--- config.mk ---
export PLATFORM = sky130hd
export DESIGN_NAME = aukv_eggs_soc_top
export DESIGN_NICKNAME = d
export VERILOG_FILES = /design/src/rtl/aukv_eggs_soc_top.sv
export SDC_FILE = /design/constraint.sdc
export NUM_CORES = 1
export LEC_CHECK = 0
export ABC_AREA = 1
export BUFFER_PORTS_ARGS = -buffer_cell sky130_fd_sc_hd__buf_2
export CAP_MARGIN = 20
export CORE_ASPECT_RATIO = 1.1
export CORE_MARGIN = 4
export CORE_UTILIZATION = 65
export CTS_CLUSTER_DIAMETER = 60
export DETAILED_ROUTE_END_ITERATION = 10
export GPL_ROUTABILITY_DRIVEN = 0
export PLACE_DENSITY = 0.9
export SLEW_MARGIN = 0
export SYNTH_ARGS = -nofsm -noshare
export SYNTH_HDL_FRONTEND = slang
export SYNTH_SLANG_ARGS = --single-unit
--- constraint.sdc ---
create_clock -name i_clk -period 3.9 [get_ports i_clk]
set_clock_uncertainty 0.05 [all_clocks]
set_input_delay 0.585 -clock i_clk [delete_from_list [all_inputs] [get_ports i_clk]]
set_output_delay 0.585 -clock i_clk [all_outputs]
set_load 0.05 [all_outputs]
--- src/rtl/aukv_eggs_soc_top.sv ---
// rtl/aukv_eggs_soc_top.sv - UART status reporter and LED command engine
//
// Purpose: 8N1 UART transceiver on one clock. A free-running timer asks for a
// status byte {3'b101, switches} to be sent periodically; bytes received
// with a valid stop bit and a 3'b101 prefix drive the LEDs.
//
// Ports:
//   i_clk     in   1  system clock, rising edge
//   i_rstn    in   1  asynchronous active-low reset
//   i_rx      in   1  UART receive line, idle high, asynchronous
//   o_tx      out  1  UART transmit line, idle high
//   o_led     out  3  LED outputs
//   i_switch  in   5  slide switches, asynchronous
module aukv_eggs_soc_top #(
  parameter int CLK_HZ        = 50_000_000,
  parameter int BAUD          = 115_200,
  parameter int REPORT_PERIOD = 50_000
) (
  input  logic       i_clk,
  input  logic       i_rstn,
  input  logic       i_rx,
  output logic       o_tx,
  output logic [2:0] o_led,
  input  logic [4:0] i_switch
);

  localparam int CLKS_PER_BIT = CLK_HZ / BAUD;
  localparam int HALF_BIT     = CLKS_PER_BIT / 2;
  localparam int CNT_W        = $clog2(CLKS_PER_BIT);
  localparam int TMR_W        = $clog2(REPORT_PERIOD);

  localparam logic [CNT_W-1:0] BIT_LAST  = CNT_W'(CLKS_PER_BIT - 1);
  localparam logic [CNT_W-1:0] HALF_LAST = CNT_W'(HALF_BIT - 1);
  localparam logic [CNT_W-1:0] CNT_ONE   = CNT_W'(1);
  localparam logic [TMR_W-1:0] TMR_LAST  = TMR_W'(REPORT_PERIOD - 1);
  localparam logic [TMR_W-1:0] TMR_ONE   = TMR_W'(1);

  typedef enum logic [1:0] {
    ST_IDLE,
    ST_START,
    ST_DATA,
    ST_STOP
  } uart_state_e;

  // Synchronizers
  logic       rx_meta_q, rx_meta_d;
  logic       rx_sync_q, rx_sync_d;
  logic       rx_prev_q, rx_prev_d;
  logic [4:0] sw_meta_q, sw_meta_d;
  logic [4:0] sw_sync_q, sw_sync_d;

  // Report timer and pending request
  logic [TMR_W-1:0] timer_q, timer_d;
  logic             pending_q, pending_d;
  logic             tmr_expire;

  // Status byte stream into the transmitter
  logic       status_tvalid;
  logic       status_tready;
  logic [7:0] status_tdata;

  // Transmitter
  uart_state_e      tx_state_q, tx_state_d;
  logic [CNT_W-1:0] tx_cnt_q, tx_cnt_d;
  logic [2:0]       tx_bit_q, tx_bit_d;
  logic [7:0]       tx_shift_q, tx_shift_d;
  logic             tx_line_q, tx_line_d;

  // Receiver
  uart_state_e      rx_state_q, rx_state_d;
  logic [CNT_W-1:0] rx_cnt_q, rx_cnt_d;
  logic [2:0]       rx_bit_q, rx_bit_d;
  logic [7:0]       rx_shift_q, rx_shift_d;
  logic             rx_fall;

  // Decoded command stream (only matching, well-framed bytes)
  logic       cmd_tvalid_q, cmd_tvalid_d;
  logic [2:0] cmd_tdata_q, cmd_tdata_d;
  logic [2:0] led_q, led_d;

  always_comb begin
    rx_meta_d = i_rx;
    rx_sync_d = rx_meta_q;
    rx_prev_d = rx_sync_q;
    sw_meta_d = i_switch;
    sw_sync_d = sw_meta_q;
  end

  assign rx_fall = rx_prev_q & ~rx_sync_q;

  // Timer: expiries while a request is still pending merge into it.
  assign tmr_expire    = (timer_q == TMR_LAST);
  assign status_tvalid = pending_q | tmr_expire;
  assign status_tready = (tx_state_q == ST_IDLE);
  assign status_tdata  = {3'b101, sw_sync_q};

  always_comb begin
    timer_d   = tmr_expire ? '0 : timer_q + TMR_ONE;
    pending_d = status_tvalid & ~status_tready;
  end

  // Transmitter FSM
  always_comb begin
    tx_state_d = tx_state_q;
    tx_cnt_d   = tx_cnt_q;
    tx_bit_d   = tx_bit_q;
    tx_shift_d = tx_shift_q;
    tx_line_d  = 1'b1;
    case (tx_state_q)
      ST_IDLE: begin
        if (status_tvalid) begin
          tx_state_d = ST_START;
          tx_cnt_d   = '0;
          tx_shift_d = status_tdata;
        end
      end
      ST_START: begin
        if (tx_cnt_q == BIT_LAST) begin
          tx_state_d = ST_DATA;
          tx_cnt_d   = '0;
          tx_bit_d   = 3'd0;
        end else begin
          tx_cnt_d = tx_cnt_q + CNT_ONE;
        end
      end
      ST_DATA: begin
        if (tx_cnt_q == BIT_LAST) begin
          tx_cnt_d   = '0;
          tx_shift_d = {1'b1, tx_shift_q[7:1]};
          if (tx_bit_q == 3'd7) begin
            tx_state_d = ST_STOP;
          end else begin
            tx_bit_d = tx_bit_q + 3'd1;
          end
        end else begin
          tx_cnt_d = tx_cnt_q + CNT_ONE;
        end
      end
      ST_STOP: begin
        if (tx_cnt_q == BIT_LAST) begin
          tx_state_d = ST_IDLE;
          tx_cnt_d   = '0;
        end else begin
          tx_cnt_d = tx_cnt_q + CNT_ONE;
        end
      end
      default: tx_state_d = ST_IDLE;
    endcase
    // Line level follows the next state so o_tx comes straight from a flop.
    case (tx_state_d)
      ST_START: tx_line_d = 1'b0;
      ST_DATA:  tx_line_d = tx_shift_d[0];
      default:  tx_line_d = 1'b1;
    endcase
  end

  // Receiver FSM. Edge detection on the synced line means a held-low
  // break cannot retrigger until the line has gone high again.
  always_comb begin
    rx_state_d   = rx_state_q;
    rx_cnt_d     = rx_cnt_q;
    rx_bit_d     = rx_bit_q;
    rx_shift_d   = rx_shift_q;
    cmd_tvalid_d = 1'b0;
    cmd_tdata_d  = cmd_tdata_q;
    case (rx_state_q)
      ST_IDLE: begin
        if (rx_fall) begin
          rx_state_d = ST_START;
          rx_cnt_d   = '0;
        end
      end
      ST_START: begin
        if (rx_cnt_q == HALF_LAST) begin
          rx_cnt_d = '0;
          rx_bit_d = 3'd0;
          rx_state_d = rx_sync_q ? ST_IDLE : ST_DATA;
        end else begin
          rx_cnt_d = rx_cnt_q + CNT_ONE;
        end
      end
      ST_DATA: begin
        if (rx_cnt_q == BIT_LAST) begin
          rx_cnt_d   = '0;
          rx_shift_d = {rx_sync_q, rx_shift_q[7:1]};
          if (rx_bit_q == 3'd7) begin
            rx_state_d = ST_STOP;
          end else begin
            rx_bit_d = rx_bit_q + 3'd1;
          end
        end else begin
          rx_cnt_d = rx_cnt_q + CNT_ONE;
        end
      end
      ST_STOP: begin
        if (rx_cnt_q == BIT_LAST) begin
          rx_state_d = ST_IDLE;
          rx_cnt_d   = '0;
          if (rx_sync_q && (rx_shift_q[7:5] == 3'b101)) begin
            cmd_tvalid_d = 1'b1;
            cmd_tdata_d  = rx_shift_q[2:0];
          end
        end else begin
          rx_cnt_d = rx_cnt_q + CNT_ONE;
        end
      end
      default: rx_state_d = ST_IDLE;
    endcase
  end

  always_comb begin
    led_d = led_q;
    if (cmd_tvalid_q) begin
      led_d = cmd_tdata_q;
    end
  end

  always_ff @(posedge i_clk or negedge i_rstn) begin
    if (!i_rstn) begin
      rx_meta_q    <= 1'b1;
      rx_sync_q    <= 1'b1;
      rx_prev_q    <= 1'b1;
      sw_meta_q    <= '0;
      sw_sync_q    <= '0;
      timer_q      <= '0;
      pending_q    <= 1'b0;
      tx_state_q   <= ST_IDLE;
      tx_cnt_q     <= '0;
      tx_bit_q     <= 3'd0;
      tx_shift_q   <= '0;
      tx_line_q    <= 1'b1;
      rx_state_q   <= ST_IDLE;
      rx_cnt_q     <= '0;
      rx_bit_q     <= 3'd0;
      rx_shift_q   <= '0;
      cmd_tvalid_q <= 1'b0;
      cmd_tdata_q  <= '0;
      led_q        <= '0;
    end else begin
      rx_meta_q    <= rx_meta_d;
      rx_sync_q    <= rx_sync_d;
      rx_prev_q    <= rx_prev_d;
      sw_meta_q    <= sw_meta_d;
      sw_sync_q    <= sw_sync_d;
      timer_q      <= timer_d;
      pending_q    <= pending_d;
      tx_state_q   <= tx_state_d;
      tx_cnt_q     <= tx_cnt_d;
      tx_bit_q     <= tx_bit_d;
      tx_shift_q   <= tx_shift_d;
      tx_line_q    <= tx_line_d;
      rx_state_q   <= rx_state_d;
      rx_cnt_q     <= rx_cnt_d;
      rx_bit_q     <= rx_bit_d;
      rx_shift_q   <= rx_shift_d;
      cmd_tvalid_q <= cmd_tvalid_d;
      cmd_tdata_q  <= cmd_tdata_d;
      led_q        <= led_d;
    end
  end

  assign o_tx  = tx_line_q;
  assign o_led = led_q;

endmodule

==> Implementation_results.wiki, run 1 <==
{| class="wikitable"
! Metric !! Value
|-
| Outcome || complete, no violations
|-
| Fillcell total || between 400 and 500
|-
| Hold buffer count at cts || 0
|-
| Remaining number of nets flagged by the antenna check after routing || 0
|-
| Count of mapped cells out of synthesis || 422
|-
| Xor/xnor cell area share of the yosys netlist || under 10%
|-
| Least-Margin Pin Slew || a little under 1 ns
|-
| Maximum number of pins on one net before global-route repair || 83
|-
| Cells resized by post-CTS repair || 0
|-
| Std cell rows || 29
|-
| Fraction of final layout cells sized beyond drive strength 1 || about a fifth
|-
| Worst IR drop on VDD || approximately 0.41 mV
|-
| Via count of the first global-routing pass || about 2900
|-
| Critical path type || flop to flop
|-
| M2 GR Usage || approximately 38%
|-
| Cell area reported after detailed placement || between 4000 and 5000 um2
|-
| Main combinational cell family by area after synthesis || simple AND/OR/NAND/NOR gates
|-
| Leading cell types by total area after synthesis || dfrtp_1 (50%), nand2_1 (8.2%), inv_1 (4.7%), nand3_1 (3.6%), ha_1 (3.2%)
|-
| Routed len/inst || approximately 14 um
|-
| Number of inserted diodes || 0
|-
| TritonCTS buffer count || 9
|-
| Max Transition Viols Final || 0
|-
| Number of storage elements in the synthesis netlist || just over 80
|-
| Average instance area after synthesis || 9.259 um2
|-
| X dimension of the die || just over 80 um
|-
| Synth Warn # || 0
|-
| Cell Count Post-Placement || 507
|-
| Initial antenna violation count || 0
|-
| Slew headroom || about a third
|-
| Worst setup path startpoint || rx_cnt_q[1]
|-
| DIE HEIGHT || around 89 um
|-
| Number of top-level design ports || 12
|-
| Residual DRC count || 0
|-
| Detailed Place HPWL || about 5000 um
|-
| Total of endpoints with negative setup slack in the final report || 0
|-
| Number of I/O port buffers || 11
|-
| Area growth from synthesis to final layout || 8.325%
|-
| Root Buffer Master || clkbuf_8
|-
| Share of the yosys chip area belonging to registers || 52.64%
|-
| Met1 GRT Util || ~28%
|-
| Post-synth net total || 440
|-
| Cell Area, Synth || 3907 um2
|-
| Area used by multi-input combinational logic || about 1600 um2
|-
| Clock tree from TritonCTS || done
|-
| Area of the placeable core || between 5000 and 6000 um2
|-
| Number of nets in the final layout || 459
|-
| Reg2Reg Depth || 10
|-
| Synth Area in Compound Gates || 7.397%
|-
| Number of library cell types mapped by synthesis || 37
|-
| Critical path peak fanout || 7
|-
| Global route hottest layer || met2
|-
| Data arrival time of the critical path || approximately 2.0 ns
|-
| Post-layout utilization of the core || 72.91%
|-
| Ratio of final minimum period to clock period || a little under half
|-
| Power per standard cell area || around 430 nW/um2
|-
| Storage cell area || just over 2000 um2
|-
| Die ar. || around 7300 um2
|-
| Final Instance Area || between 4000 and 5000 um2
|-
| Detailed Route WL || 7460 um
|-
| Final hold vios || 0
|-
| Critical Path Sink || rx_state_q[0]
|-
| Endpoint of the most critical register-to-register path || rx_state_q[0]
|-
| Highest attainable clock frequency || 0.5597 GHz
|-
| Met3 track demand over resource || 4.536%
|-
| Sum of negative setup slack || 0 ns
|-
| First-pass GRT wire length || approximately 13000 um
|-
| Pre-antenna DRT Iters || 4
|-
| Number of maximum-capacitance violations || 0
|-
| Maximum number of buffers from clock root to sink || 2
|-
| Leakage Power || a little over 0.002 uW
|-
| Vias after detailed routing || between 2000 and 3000
|-
| Total routing resource utilization after global routing || 22.86%
|-
| RSZ-0062 raised after global routing || no
|-
| Path category of the worst min-delay check || primary input to flop
|-
| Time the worst path needs with I/O delays and setup || ~1.8 ns
|-
| Starting DRT DRC Count || 207
|-
| Setup slack of the most critical reg-to-reg path || about 2.1 ns
|-
| Area share of and/or/nand/nor cells after synthesis || approximately a quarter
|-
| Reg2reg start || rx_cnt_q[1]
|-
| Number of vias per cell || 5.501
|-
| Cell taking the most area after synthesis || dfrtp_1
|-
| Nature of the critical path endpoint || flop
|-
| Commonest cells after routing, fill and taps aside || nand2_1 (85), dfrtp_1 (78), inv_1 (49), nor2_1 (30), nand3_1 (28)
|-
| Clock input transition at the sequential cells of the worst setup and hold paths || ~0.090 ns
|-
| Power, Total || 1800 uW
|-
| Share of the synthesized area in the top cell type || between 40% and 50%
|-
| Worst setup SP type || flop
|-
| Overall overflow remaining after global route || 0
|-
| Number of buffers inserted to repair setup after CTS || 0
|-
| Most common cell after layout, fill and taps aside || nand2_1
|-
| Post-route insts no fill || 523
|-
| CTS H-tree depth || 3
|-
| Mux contribution to synthesized area || less than 1%
|-
| Adder and majority cell fraction of the synthesized area || approximately 3.2%
|-
| Num Clock Sinks || a little over 80
|-
| Initial cell density of the core || approximately two thirds
|-
| Insertion delay of the later-clocked pin in the worst-skew pair || 0.36 ns
|-
| Required time of the worst setup path || 4.10 ns
|}
==> how the worst min path moves through the flow <==
stage | end | cells past startpoint | start | slack [ns]
finish | rx_meta_q | 1 | i_rx | 0.27
global route | rx_meta_q | 1 | i_rx | 0.26
CTS | rx_meta_q | 1 | i_rx | 0.26
detailed placement | sw_sync_q[4] | 0 | sw_meta_q[4] | 0.29
global placement | sw_sync_q[1] | 0 | sw_meta_q[1] | 0.29
floorplan | asynchronous set/reset pin | 0 | i_rstn | 0.24
==> state kept, by name, summed over array words and instances (netlist names), 5 cells and up, named ones only <==
signal,cells
timer_q,16
rx_cnt_q,9
tx_cnt_q,9
rx_shift_q,8
tx_shift_q,8
sw_meta_q,5
sw_sync_q,5
==> per-stage QoR <==
step	hold slack [ns]	worst slack, ns
after global placement	0.2858	2.289
after global routing	0.2582	2.036
final	0.2689	2.113
after CTS	0.2614	2.113
after detailed placement	0.2856	2.159
after floorplan	0.2394	2.362
==> cells by family after synthesis <==
logic type / after synthesis
buffers and inverters: 64
AO/OA/AOI/OAI: 51
adder cells (fa/ha/maj): 10
XOR/XNOR: 14
multiplexers: 3
flip-flops: 82
AND/OR/NAND/NOR: 198
==> critical path, cell delays in order, from the launching register on <==
cell and delay (ns):
dfrtp_1 0.42, inv_1 0.11, ha_1 0.16, nand2_1 0.08, nor3_1 0.17, nand2_1 0.16, nand2_1 0.14, nand2_4 0.09
clkinv_4 0.08, nand3_2 0.07, and2_1 0.17
==> cell usage after synthesis <==
master    count
dfstp_2       4
o221ai_1      1
nand4_1       8
nand4_2       1
xnor2_1       3
and2_1        1
o21ai_1       8
nor2_2       11
xor2_1       11
ha_1         10
nor3_2        5
inv_1        49
o22ai_1       6
o21a_1        1
nand2_1      85
clkinv_2      1
nor3_1        4
o31ai_1       1
nor4_1        1
nor3_4        3
dfrtp_1      78
nand2_2      10
nand3_2       5
buf_4         1
clkinv_4      1
nand3_1      28
buf_6         2
nor2_4        2
inv_2        10
o211ai_1      1
mux2_2        3
o21ai_2       2
nand2_4       4
o21ai_0      21
nor2_1       30
a21oi_2       2
a21oi_1       8
==> where the power goes <==
part,switching (uW),total (uW),internal [uW]
combinational,168,243,74.5
clock,326,626,300
sequential,46.4,931,884
==> layout make-up <==
class | count | area share, %
repair buffers | 11 | 1.360
clock inverters | 7 | 1.833
flip-flops and latches | 82 | 48.60
multi-input cells | 276 | 37.45
clock buffers | 9 | 2.926
inverters | 61 | 5.557
well taps | 77 | 2.276
==> metal layers <==
| metal | share of wire (%) | vias to the layer above |
|---|---|---|
| li1 | - | 1396 |
| met1 | 42 | 1383 |
| met2 | 51 | 74 |
| met3 | 4.3 | 24 |
| met4 | 2.8 | 0 |
| met5 | 0 | - |
Note: power is estimated with default switching activity, not from simulation.
==> run 2, diff against run 1 <==
Settings changed: CORE_UTILIZATION 65 to 62, PLACE_DENSITY 0.9 to 0.86.
Clock period 3.9 ns to 1.9 ns, I/O delays scaled along.
==> run 2 against run 1 <==
Compared with the run above: non-clock buffer count increased by 8; register-to-register slack got worse by 1.9 ns; critical path type unchanged; combinational power increased by 110%; cell area increased by 2.5%; clock power increased by 110%; cell count increased by 2.1%; first-iteration DRC count decreased by 20%; largest cell class unchanged; die area increased by 4.4%; global-route usage decreased by 2.3 points; setup slack got worse by 1.9 ns; via count decreased by 0.49%; flip-flop and latch count unchanged.
==> Implementation_results.wiki, run 2 (same netlist as run 1, synthesis figures left out) <==
{| class="wikitable"
! Metric !! Value
|-
| Outcome || complete, no violations (unchanged)
|-
| RSZ-0062 raised after global routing || no (unchanged)
|-
| Setup slack of the most critical reg-to-reg path || 0.18 ns (was 2.11 ns)
|-
| Fillcell total || 455 (was 401)
|-
| Cell Count Post-Placement || 512 (was 507)
|-
| Number of inserted diodes || 0 (unchanged)
|-
| Required time of the worst setup path || 2.14 ns (was 4.10 ns)
|-
| Time the worst path needs with I/O delays and setup || 1.717 ns (was 1.787 ns)
|-
| Remaining number of nets flagged by the antenna check after routing || 0 (unchanged)
|-
| Post-route insts no fill || 534 (was 523)
|-
| Detailed Place HPWL || 4980 um (was 4971 um)
|-
| Maximum number of buffers from clock root to sink || 2 (unchanged)
|-
| Area used by multi-input combinational logic || 1588 um2 (was 1585 um2)
|-
| TritonCTS buffer count || 9 (unchanged)
|-
| Reg2reg start || timer_q[0] (was rx_cnt_q[1])
|-
| Post-layout utilization of the core || 70.45% (was 72.91%)
|-
| Worst setup SP type || flop (unchanged)
|-
| Clock tree from TritonCTS || done (unchanged)
|-
| Initial cell density of the core || 63.48% (was 67.31%)
|-
| Internal Pwr Total || 2642 uW (was 1259 uW)
|-
| Area growth from synthesis to final layout || 10.98% (was 8.325%)
|-
| Critical path peak fanout || 11 (was 7)
|-
| Critical path type || flop to flop (unchanged)
|-
| CTS H-tree depth || 3 (unchanged)
|-
| Area of the placeable core || 6156 um2 (was 5806 um2)
|-
| Total routing resource utilization after global routing || 20.58% (was 22.86%)
|-
| Power per standard cell area || 859.8 nW/um2 (was 425.2 nW/um2)
|-
| Endpoint of the most critical register-to-register path || o_tx (was rx_state_q[0])
|-
| Starting DRT DRC Count || 166 (was 207)
|-
| Top register by number of flip-flops || timer_q (unchanged)
|-
| Largest registers ranked by flip-flop count || timer_q x16, rx_cnt_q x9, tx_cnt_q x9 (unchanged)
|-
| Commonest cells after routing, fill and taps aside || nand2_1 (84), dfrtp_1 (78), inv_1 (49), nor2_1 (30), nand3_1 (28) (was nand2_1 (85), dfrtp_1 (78), inv_1 (49), nor2_1 (30), nand3_1 (28))
|-
| Total of endpoints with negative setup slack in the final report || 0 (unchanged)
|-
| Fraction of final layout cells sized beyond drive strength 1 || 20.70% (was 20.40%)
|-
| Nature of the critical path endpoint || flop (unchanged)
|-
| Storage cell area || 2057 um2 (unchanged)
|-
| Switching pwr || 1086 uW (was 540.7 uW)
|-
| Data arrival time of the critical path || 1.96 ns (was 1.99 ns)
|-
| Number of top-level design ports || 12 (unchanged)
|-
| Num Clock Sinks || 82 (unchanged)
|-
| Logic pwr share || 13.8% (was 13.5%)
|-
| Sum of negative setup slack || 0 ns (unchanged)
|-
| Leakage Power || 0.002103 uW (was 0.002062 uW)
|-
| Highest attainable clock frequency || 0.5823 GHz (was 0.5597 GHz)
|-
| Least-Margin Pin Slew || 0.4816 ns (was 0.9711 ns)
|-
| Power, Total || 3728 uW (was 1800 uW)
|-
| Sequential fraction of design power || 51.1% (was 51.7%)
|-
| Worst IR drop on VDD || 0.5851 mV (was 0.4071 mV)
|-
| Residual DRC count || 0 (unchanged)
|-
| X dimension of the die || 83.70 um (was 81.93 um)
|-
| Number of nets in the final layout || 467 (was 459)
|-
| Initial antenna violation count || 0 (unchanged)
|-
| Insertion delay of the later-clocked pin in the worst-skew pair || 0.35 ns (was 0.36 ns)
|-
| Number of maximum-capacitance violations || 0 (unchanged)
|-
| First-pass GRT wire length || 12700 um (was 12690 um)
|-
| Slew headroom || 67.89% (was 35.26%)
|-
| Worst setup path startpoint || timer_q[0] (was rx_cnt_q[1])
|-
| Vias after detailed routing || 2863 (was 2877)
|-
| DIE HEIGHT || 91.26 um (was 89.32 um)
|-
| Std cell rows || 30 (was 29)
|-
| Final hold vios || 0 (unchanged)
|-
| Number of I/O port buffers || 11 (unchanged)
|-
| Ratio of final minimum period to clock period || 90.39% (was 45.81%)
|-
| Fraction of power spent switching nets || 29.13% (was 30.04%)
|-
| Most common cell after layout, fill and taps aside || nand2_1 (unchanged)
|-
| Path category of the worst min-delay check || primary input to flop (unchanged)
|-
| Root Buffer Master || clkbuf_8 (unchanged)
|-
| Via count of the first global-routing pass || 2974 (was 2936)
|-
| Critical Path Sink || o_tx (was rx_state_q[0])
|-
| Overall overflow remaining after global route || 0 (unchanged)
|-
| Routed len/inst || 13.15 um (was 14.26 um)
|-
| Clock input transition at the sequential cells of the worst setup and hold paths || 0.09 ns (about the same)
|-
| Number of vias per cell || 5.361 (was 5.501)
|-
| Pre-antenna DRT Iters || 4 (unchanged)
|-
| Maximum number of pins on one net before global-route repair || 39 (was 83)
|-
| Reg2Reg Depth || 10 (unchanged)
|-
| Place WS || 0.2237 ns (was 2.159 ns)
|-
| Max Transition Viols Final || 0 (unchanged)
|-
| Worst-case setup margin in the final layout || 0.1826 ns (was 2.113 ns)
|-
| Die ar. || 7638 um2 (was 7318 um2)
|-
| Clock network fraction of design power || 35.1% (was 34.8%)
|-
| Max FFs per register || 16 (unchanged)
|-
| Detailed Route WL || 7022 um (was 7460 um)
|}
-- run 2: worst min path at each step --
stage,end,startpoint,cells after the start,slack (ns)
6_report,sw_meta_q[3],i_switch[3],1,0.03
5_1_grt,sw_meta_q[3],i_switch[3],1,0.007
4_1_cts,sw_meta_q[3],i_switch[3],1,0.01
3_5_place_dp,tx_bit_q[1],i_rstn,1,0.23
3_3_place_gp,tx_bit_q[2],i_rstn,1,0.23
2_1_floorplan,asynchronous set/reset pin,i_rstn,0,-0.06
-- run 2: cell type report --
cell class                 instances  area share [%]
clock inverter                     6           1.702
inverter                          61           5.424
tap                               80           2.308
sequential                        82           47.43
multi-input combinational        276           36.61
clock buffer                      10           3.174
timing repair buffer              19           3.347
-- run 2: critical path, stage by stage, from the launching register on --
cell	delay (ns)
dfrtp_1	0.40
ha_1	0.23
nand3_2	0.13
nor2_4	0.06
nand2_4	0.09
nand3_2	0.22
nand2_2	0.24
nand2_2	0.07
nand2_2	0.07
nand2_1	0.04
nand2_1	0.05
-- run 2: stage by stage --
step,instance area [um2],hold slack [ns]
after detailed placement,4063,0.2343
after CTS,4334,0.01193
after floorplan,3908,-0.06059
after global routing,4337,0.007097
final,4337,0.03021
after global placement,4063,0.2274
-- run 2: routing by layer --
| layer | up-vias | share of wire, % | global-route usage [%] |
|---|---|---|---|
| li1 | 1418 | - | - |
| met1 | 1376 | 45 | 24.70 |
| met2 | 49 | 49 | 33.62 |
| met3 | 20 | 3.4 | 5.082 |
| met4 | 0 | 2.9 | 11.93 |
| met5 | - | 0 | 0 |
-- run 2: what timing repair did --
| action | CTS | global route |
|---|---|---|
| hold endpoints to repair | 40 | 0 |
| resized for setup | 0 | 1 |
| buffers inserted | 0 | 0 |
| setup endpoints to repair | 0 | 1 |
| hold buffers | 6 | 0 |
-- run 2: power by group through the flow --
| stage | Combinational [uW] | Sequential (uW) | Clock [uW] |
|---|---|---|---|
| 6_report | 515 | 1910 | 1310 |
| 5_1_grt | 575 | 1920 | 1420 |
| 4_1_cts | 514 | 1900 | 1340 |
| 3_5_place_dp | 494 | 1940 | 0 |
| 3_3_place_gp | 471 | 1930 | 0 |
| 2_1_floorplan | 383 | 1910 | 0 |
==> run 3, diff against run 2 <==
Settings changed: PLACE_DENSITY 0.86 to 0.89.
==> run 3 against run 2 <==
Compared with the run above: first-iteration DRC count increased by 1.8%; combinational power grew 4.9%; non-clock buffer count up 2; sequential power about the same; critical path depth stayed put; sequential share of layout area down 0.31 points; setup slack gained 0.017 ns; fmax up 0.98%; highest routed layer unchanged.
==> Implementation_results.wiki, run 3 (same netlist as run 1, synthesis figures left out) <==
{| class="wikitable"
! Metric !! Value
|-
| Least-Margin Pin Slew || 0.5136 ns (was 0.4816 ns)
|-
| First-pass GRT wire length || 12720 um (was 12700 um)
|-
| Number of buffers inserted to repair setup after CTS || 0 (unchanged)
|-
| Ratio of final minimum period to clock period || 89.51% (was 90.39%)
|-
| Overall overflow remaining after global route || 0 (unchanged)
|-
| Power per standard cell area || 860.4 nW/um2 (was 859.8 nW/um2)
|-
| DIE HEIGHT || 91.26 um (unchanged)
|-
| CTS H-tree depth || 3 (unchanged)
|-
| Area growth from synthesis to final layout || 11.72% (was 10.98%)
|-
| Maximum number of pins on one net before global-route repair || 30 (was 39)
|-
| Insertion delay of the later-clocked pin in the worst-skew pair || 0.35 ns (about the same)
|-
| Number of nets in the final layout || 469 (was 467)
|-
| Remaining number of nets flagged by the antenna check after routing || 0 (unchanged)
|-
| Pre-antenna DRT Iters || 5 (was 4)
|-
| Storage cell area || 2057 um2 (unchanged)
|-
| Area used by multi-input combinational logic || 1600 um2 (was 1588 um2)
|-
| Fillcell total || 432 (was 455)
|-
| Highest attainable clock frequency || 0.5880 GHz (was 0.5823 GHz)
|-
| Most common cell after layout, fill and taps aside || nand2_1 (unchanged)
|-
| Worst Min Path Start || sw_meta_q[1] (was i_switch[3])
|-
| Number of maximum-capacitance violations || 0 (unchanged)
|-
| Final Instance Area || 4365 um2 (was 4337 um2)
|-
| Fraction of final layout cells sized beyond drive strength 1 || 21.27% (was 20.70%)
|-
| Cell area reported after detailed placement || 4070 um2 (was 4063 um2)
|-
| Worst setup SP type || flop (unchanged)
|-
| Clock input transition at the sequential cells of the worst setup and hold paths || 0.09 ns (about the same)
|-
| Std cell rows || 30 (unchanged)
|-
| Initial cell density of the core || 63.48% (unchanged)
|-
| Slew headroom || 65.57% (was 67.89%)
|-
| Routed len/inst || 13.54 um (was 13.15 um)
|-
| Sum of negative setup slack || 0 ns (unchanged)
|-
| RSZ-0062 raised after global routing || no (unchanged)
|-
| Number of top-level design ports || 12 (unchanged)
|-
| Data arrival time of the critical path || 1.95 ns (was 1.96 ns)
|-
| Clock tree from TritonCTS || done (unchanged)
|-
| Maximum number of buffers from clock root to sink || 2 (unchanged)
|-
| Die ar. || 7638 um2 (unchanged)
|-
| Nature of the critical path endpoint || flop (unchanged)
|-
| Worst IR drop on VDD || 0.7659 mV (was 0.5851 mV)
|-
| Largest registers ranked by flip-flop count || timer_q x16, rx_cnt_q x9, tx_cnt_q x9 (unchanged)
|-
| Starting DRT DRC Count || 169 (was 166)
|-
| Leakage Power || 0.002116 uW (was 0.002103 uW)
|-
| Via count of the first global-routing pass || 2923 (was 2974)
|-
| Max FFs per register || 16 (unchanged)
|-
| Max Transition Viols Final || 0 (unchanged)
|-
| Total routing resource utilization after global routing || 20.76% (was 20.58%)
|-
| Detailed Place HPWL || 4994 um (was 4980 um)
|-
| TritonCTS buffer count || 9 (unchanged)
|-
| Initial antenna violation count || 0 (unchanged)
|-
| Number of vias per cell || 5.399 (was 5.361)
|-
| Reg2reg start || timer_q[0] (unchanged)
|-
| Top register by number of flip-flops || timer_q (unchanged)
|-
| Area of the placeable core || 6156 um2 (unchanged)
|-
| Worst setup path startpoint || timer_q[0] (unchanged)
|-
| Time the worst path needs with I/O delays and setup || 1.701 ns (was 1.717 ns)
|-
| Critical path type || flop to flop (unchanged)
|-
| Residual DRC count || 0 (unchanged)
|-
| Number of I/O port buffers || 11 (unchanged)
|-
| Required time of the worst setup path || 2.15 ns (was 2.14 ns)
|-
| Root Buffer Master || clkbuf_8 (unchanged)
|-
| Commonest cells after routing, fill and taps aside || nand2_1 (83), dfrtp_1 (78), inv_1 (49), nor2_1 (30), nand3_1 (28) (was nand2_1 (84), dfrtp_1 (78), inv_1 (49), nor2_1 (30), nand3_1 (28))
|-
| Total of endpoints with negative setup slack in the final report || 0 (unchanged)
|-
| Critical path peak fanout || 11 (unchanged)
|-
| X dimension of the die || 83.70 um (unchanged)
|-
| Vias after detailed routing || 2894 (was 2863)
|-
| Num Clock Sinks || 82 (unchanged)
|-
| Path category of the worst min-delay check || flop to flop (was primary input to flop)
|-
| Outcome || complete, no violations (unchanged)
|-
| Final hold vios || 0 (unchanged)
|-
| Number of inserted diodes || 0 (unchanged)
|-
| Detailed Route WL || 7260 um (was 7022 um)
|}
[run 3: path summary, 6_finish.rpt]
kind                                      to  slack, ns  depth (start not counted)
worst max-delay path                    o_tx       0.20                         10
worst min-delay path            sw_sync_q[1]       0.29                          0
worst max register to register          o_tx       0.20                         10
worst min register to register  sw_sync_q[1]       0.29                          0
max in group asynchronous               o_tx       0.89                          3
min in group asynchronous        tx_cnt_q[3]       0.32                          2
[run 3: metrics by stage]
stage / util (%) / hold WS (ns) / power, uW / instances / setup WS (ns)
after floorplan: - / -0.06059 / 2289 / 422 / 0.3617
after global placement: 66.12 / 0.1608 / 2404 / 513 / 0.2681
after detailed placement: 66.12 / 0.1632 / 2442 / 513 / 0.1653
after CTS: 70.67 / 0.2991 / 3758 / 536 / 0.1193
after global routing: 70.91 / 0.3159 / 3935 / 536 / 0.03412
final: 70.91 / 0.2919 / 3756 / 536 / 0.1992
[run 3: power by group]
group          leakage [uW]  internal [uW]  switching, uW
clock              0.000103            657            648
combinational      0.000925            173            367
sequential          0.00109           1820           96.7
[run 3: layer usage]
metal | part of all wire [%] | track usage, %
met5 | 0 | 0
met4 | 3.0 | 11.53
met3 | 3.6 | 3.630
met2 | 50 | 34.28
met1 | 43 | 25.79
[run 3: area by class of cell]
class                           instances  area share [%]
Clock buffer                           10           3.153
Clock inverter                          6           1.662
Inverter                               61           5.388
Multi-Input combinational cell        276           36.66
Sequential cell                        82           47.12
Tap cell                               80           2.293
Timing Repair Buffer                   21           3.726
[run 3: critical path, cell delays in order (launching register included)]
cell	delay (ns)
dfrtp_1	0.40
ha_1	0.24
nand3_2	0.13
nor2_4	0.06
nand2_4	0.08
nand3_2	0.21
nand2_2	0.24
nand2_2	0.07
nand2_2	0.07
nand2_1	0.05
nand2_1	0.05
[run 3: timing repair]
action | CTS | global route
gates resized for setup | 0 | 5
setup endpoints to repair | 0 | 6
hold buffers | 7 | 0
hold endpoints to repair | 28 | 0
